--- src/rtl/router_out_fifo.sv ---
// Per-destination output buffer of the 1x3 router: header-marked byte FIFO with
// read-side packet-end tracking and a self-flush when the destination stalls.
module router_out_fifo #(
    parameter int DEPTH   = 16,
    parameter int WIDTH   = 8,
    parameter int TIMEOUT = 30
) (
    input  logic             clock,
    input  logic             reset,
    input  logic             write_enb,
    input  logic             lfd_state,
    input  logic [WIDTH-1:0] data_in,
    input  logic             read_enb,
    output logic [WIDTH-1:0] data_out,
    output logic             vld_out,
    output logic             full,
    output logic             empty,
    output logic             soft_reset,
    output logic             pkt_end
);

    localparam int AW    = $clog2(DEPTH);
    localparam int LEN_W = WIDTH - 2;
    localparam int CNT_W = LEN_W + 1;
    localparam int TO_W  = (TIMEOUT > 1) ? $clog2(TIMEOUT) : 1;

    localparam logic [AW:0]       PTR_ONE = (AW + 1)'(1);
    localparam logic [CNT_W-1:0]  CNT_ONE = CNT_W'(1);
    localparam logic [TO_W-1:0]   TO_ONE  = TO_W'(1);
    localparam logic [TO_W-1:0]   TO_LAST = TO_W'(TIMEOUT - 1);

    logic [WIDTH:0]     r_mem [DEPTH];
    logic [AW:0]        r_wr_ptr;
    logic [AW:0]        r_rd_ptr;
    logic [CNT_W-1:0]   r_pkt_cnt;
    logic [TO_W-1:0]    r_to_cnt;
    logic [WIDTH-1:0]   r_data_out;
    logic               r_soft_reset;
    logic               r_pkt_end;

    logic               w_empty;
    logic               w_full;
    logic               w_do_wr;
    logic               w_do_rd;
    logic               w_to_hold;
    logic               w_flush;
    logic [WIDTH:0]     w_rd_entry;
    logic [CNT_W-1:0]   w_hdr_load;

    // Extra pointer MSB separates the full case from the empty case.
    assign w_empty    = (r_wr_ptr == r_rd_ptr);
    assign w_full     = (r_wr_ptr[AW-1:0] == r_rd_ptr[AW-1:0]) &&
                        (r_wr_ptr[AW] != r_rd_ptr[AW]);
    assign w_do_wr    = write_enb && !w_full;
    assign w_do_rd    = read_enb && !w_empty;
    assign w_to_hold  = !w_empty && !read_enb;
    assign w_flush    = w_to_hold && (r_to_cnt == TO_LAST);
    assign w_rd_entry = r_mem[r_rd_ptr[AW-1:0]];

    // Header bits [WIDTH-1:2] carry payload length; +1 accounts for the parity byte.
    assign w_hdr_load = {1'b0, w_rd_entry[WIDTH-1:2]} + CNT_ONE;

    always_ff @(posedge clock) begin
        if (w_do_wr && !w_flush) begin
            r_mem[r_wr_ptr[AW-1:0]] <= {lfd_state, data_in};
        end
    end

    always_ff @(posedge clock) begin
        if (reset) begin
            r_wr_ptr     <= '0;
            r_rd_ptr     <= '0;
            r_pkt_cnt    <= '0;
            r_to_cnt     <= '0;
            r_data_out   <= '0;
            r_soft_reset <= 1'b0;
            r_pkt_end    <= 1'b0;
        end else begin
            r_soft_reset <= 1'b0;
            r_pkt_end    <= 1'b0;
            if (w_flush) begin
                // Stalled destination: drop everything, including any write on this edge.
                r_wr_ptr     <= '0;
                r_rd_ptr     <= '0;
                r_pkt_cnt    <= '0;
                r_to_cnt     <= '0;
                r_soft_reset <= 1'b1;
            end else begin
                if (w_do_wr) begin
                    r_wr_ptr <= r_wr_ptr + PTR_ONE;
                end
                if (w_do_rd) begin
                    r_rd_ptr   <= r_rd_ptr + PTR_ONE;
                    r_data_out <= w_rd_entry[WIDTH-1:0];
                    if (w_rd_entry[WIDTH]) begin
                        r_pkt_cnt <= w_hdr_load;
                    end else if (r_pkt_cnt != '0) begin
                        r_pkt_cnt <= r_pkt_cnt - CNT_ONE;
                        r_pkt_end <= (r_pkt_cnt == CNT_ONE);
                    end
                end
                r_to_cnt <= w_to_hold ? (r_to_cnt + TO_ONE) : '0;
            end
        end
    end

    assign data_out   = r_data_out;
    assign vld_out    = !w_empty;
    assign full       = w_full;
    assign empty      = w_empty;
    assign soft_reset = r_soft_reset;
    assign pkt_end    = r_pkt_end;

endmodule

--- config.mk ---
export PLATFORM = sky130hd
export DESIGN_NAME = router_out_fifo
export DESIGN_NICKNAME = d
export VERILOG_FILES = /design/src/rtl/router_out_fifo.sv
export SDC_FILE = /design/constraint.sdc
export NUM_CORES = 1
export LEC_CHECK = 0
export BUFFER_PORTS_ARGS = -buffer_cell sky130_fd_sc_hd__clkbuf_2
export CORE_ASPECT_RATIO = 0.75
export CORE_MARGIN = 3
export CORE_UTILIZATION = 61
export DETAILED_ROUTE_END_ITERATION = 10
export PLACE_DENSITY = 0.91
export REMOVE_ABC_BUFFERS = 1
export SYNTH_ARGS = -nofsm -noshare
export SYNTH_HDL_FRONTEND = slang
export SYNTH_SLANG_ARGS = --single-unit
--- constraint.sdc ---
create_clock -name clock -period 3.5 [get_ports clock]
set_input_delay 0.35 -clock clock [delete_from_list [all_inputs] [get_ports clock]]
set_output_delay 0.35 -clock clock [all_outputs]
set_load 0.01 [all_outputs]
==> results.yml <==
outcome:
  outcome: "complete, no violations"
drt:
  drc: 0
  first_pass_iters: 6
  vias: 4247
  wire_per_inst_um: 24.34
  wirelength_um: 16020
  routed_via_density: 6.454
  drt_iter0_drc: 460
  ant_nets: 0
clocking:
  cts_tree: "built"
  cts_sinks: 180
  cts_resized: 0
  clock_latency_ps: 430
  cts_setup_buffers: 0
  clock_path_buffers: 2
  ctsHoldBuffers: 0
  cts_inserted_buffers: 17
  clkTransAtPathRegs_ps: 60
  htreeDepth: 4
  clockRootBuffer: "clkbuf_16"
logic_synthesis:
  synth-xor-area-share_pct: 2.376
  yosys_warnings: 0
  synth_fa_ha_area_share_pct: 1.867
  ys_seq_area_share_pct: 68.43
  yosysUniqueCellTypes: 47
  synth_edf_count: 144
  synth.avg_cell_area_um2: 16.83
  synth_flop_cell: "edfxtp_1"
  ys_async_sr_fraction_pct: 0
  ys_ff_latch: 180
  yosys.area_share.simple_pct: 7.043
  syn_area_um2: 7372
  synth_top_family_by_area: "multiplexers"
  synthMuxAreaShare_pct: 13.76
  synth_compound_area_share_pct: 4.073
  netlist_instances: 438
place:
  place_area_um2: 7721
  port-buffer-count: 25
  place_ws_ps: 546.5
  gp_congestion: 0.7895
  dp_hpwl_um: 10150
worst_setup_path:
  r2r-start: "r_wr_ptr[2]"
  cp_data_arrival_time_ps: 3100
  start_kind: "register"
  timing.rr.end: "r_mem[6][8]"
  r2r_slack_ps: 440
  critPathCaptureType: "register"
  path_max_fanout: 10
  worstSetupPathType: "reg2reg"
  rr_worst_depth: 6
  cp.required_ps: 3540
final_layout:
  drive_above_1_share_pct: 23.19
  final_cell_area_um2: 8304
  diodes: 0
  seq_area_um2: 5046
  final_nets: 507
  num-fill-cells: 694
  area_growth_pct: 12.64
  multi_input_area_um2: 2151
timing:
  min_period_ps: 3064
  finClkSkew_ps: 11.31
  post-route-period-util_pct: 87.55
  max_freq_mhz: 326.3
  rsz0062_at_grt: "false"
  hold_violations: 0
  fin_setup_tns_ps: 0
  slew_viol_final: 0
  worst_pin_slew_ps: 1081
  setup-violations-final: 0
  timing.final.ws_setup_ps: 435.6
  slew_headroom_pct: 27.87
die:
  rows: 34
  ioPinCount: 26
  die_h_um: 101.2
  initial_core_util_pct: 63.02
  coreArea_um2: 11700
  die_area_um2: 13450
  die_w_um: 132.9
global_routing:
  grt_pass1_vias: 4153
  grt_pass1_wl_um: 24290
  antenna_found_initial: 0
  grt_use_total_pct: 25.16
  grt_start_max_net_pins: 31
  overflow: 0
power:
  powerDensity_nw_per_um2: 617.2
  irDropWorstVdd_uv: 392.5
  total_power_uw: 5126
  p_leak_uw: 0.002773
run:
  maxCapViolations: 0
worst_hold_path:
  min-delay-start: "reset"
  holdPathStages: 2
  whs_endpoint: "data_out[7]"
  hold_class: "in2reg"
logic make-up (layout without fill, tap and decap cells):
family / Yosys count / count (layout)
AND/OR/NAND/NOR: 109 / 109
buffers and inverters: 28 / 86
adder cells (fa/ha/maj): 11 / 11
XOR/XNOR: 20 / 20
AO/OA/AOI/OAI: 45 / 45
multiplexers: 45 / 45
flip-flops: 180 / 180
where the power goes:
part	switching [µW]	internal, µW	leakage (µW)
sequential	66.9	2380	0.00159
combinational	463	359	0.000887
clock	805	1060	0.000293
total	1330	3790	0.00277
critical path, cell delays in order, from the launching register on:
cell and delay [ps]:
dfxtp_1 550, xnor2_1 100, nand4_1 200, o21a_1 260, a21boi_0 470, nand2_1 220, nor2_1 860
routing by layer:
| metal | part of all wire (%) | vias up | track usage [%] |
|---|---|---|---|
| li1 | - | 1815 | - |
| met1 | 39 | 2131 | 33.82 |
| met2 | 49 | 256 | 39.74 |
| met3 | 9.1 | 45 | 7.200 |
| met4 | 3.0 | 0 | 10.38 |
| met5 | 0 | - | 0 |
area by class of cell:
class,instances,area share (%)
inverters,9,0.4068
flip-flops and latches,180,60.77
multi-input cells,230,25.90
repair buffers,45,3.465
clock inverters,12,1.386
well taps,162,2.441
clock buffers,20,5.635
flip-flops by register name, summed over array words and instances, names as in the netlist, named ones only:
name,flops
r_mem,144
r_rd_ptr,5
data_out,8
r_pkt_cnt,7
pkt_end,1
soft_reset,1
r_to_cnt,5
r_wr_ptr,5
layout by cell type, fill, tap and decap left out, drive strengths merged, types with 10 or more instances in the layout:
| master | instances |
|---|---|
| clkbuf | 45 |
| dfxtp | 36 |
| nor2 | 31 |
| xor2 | 10 |
| nand2 | 36 |
| mux4 | 40 |
| a21oi | 16 |
| inv | 17 |
| edfxtp | 144 |
| xnor2 | 10 |
| ha | 11 |
| buf | 20 |
through the flow:
stage | util [%] | std cells | hold slack [ps]
6_report | 70.98 | 658 | 234.2
4_1_cts | 70.98 | 658 | 209.7
2_1_floorplan | - | 419 | 419.1
5_1_grt | 70.98 | 658 | 228.7
3_3_place_gp | 66.00 | 626 | 450.4
3_5_place_dp | 66.00 | 626 | 457.0
how the worst max path moves through the flow:
stage	startpoint	end	cells past startpoint
after CTS	r_wr_ptr[2]	r_mem[6][4]	6
after detailed placement	register	r_pkt_cnt[2]	9
after global placement	r_wr_ptr[2]	r_mem[6][6]	6
after global routing	r_wr_ptr[2]	r_mem[6][8]	6
after floorplan	register	r_pkt_cnt[3]	6
final	r_wr_ptr[2]	r_mem[6][8]	6
cells in the mapped netlist, types with 2 or more instances:
master    count  area, µm²
mux4_2       24      540.5
nand2_2       2      12.51
buf_2         3      15.01
a21oi_1      16      80.08
clkbuf_1      5      18.77
a31oi_1       2      12.51
nand3_1       5      25.02
and2b_2       2      17.52
a22oi_2       2      25.02
nand2_1      34      127.6
nand4_1       8      50.05
nand2b_1      2      12.51
edfxtp_1    144       4324
nor2_1       30      112.6
o21ai_0       8      40.04
xnor2_1      10      87.58
or3_1         3      18.77
xor2_1       10      87.58
buf_12        2      40.04
nor4_1        6      37.54
mux4_1       16      420.4
a22oi_1       7      52.55
a221oi_1      2      17.52
clkbuf_8      2      27.53
ha_1         11      137.6
nor3_1        7      35.03
mux2i_1       4      40.04
dfxtp_1      36      720.7
buf_6         2      22.52
buf_1         4      15.01
o21a_1        2      15.01
inv_1         9      33.78
and2_2        2      15.01
and3_1        3      18.77
Power figures use the tool's default switching activity.
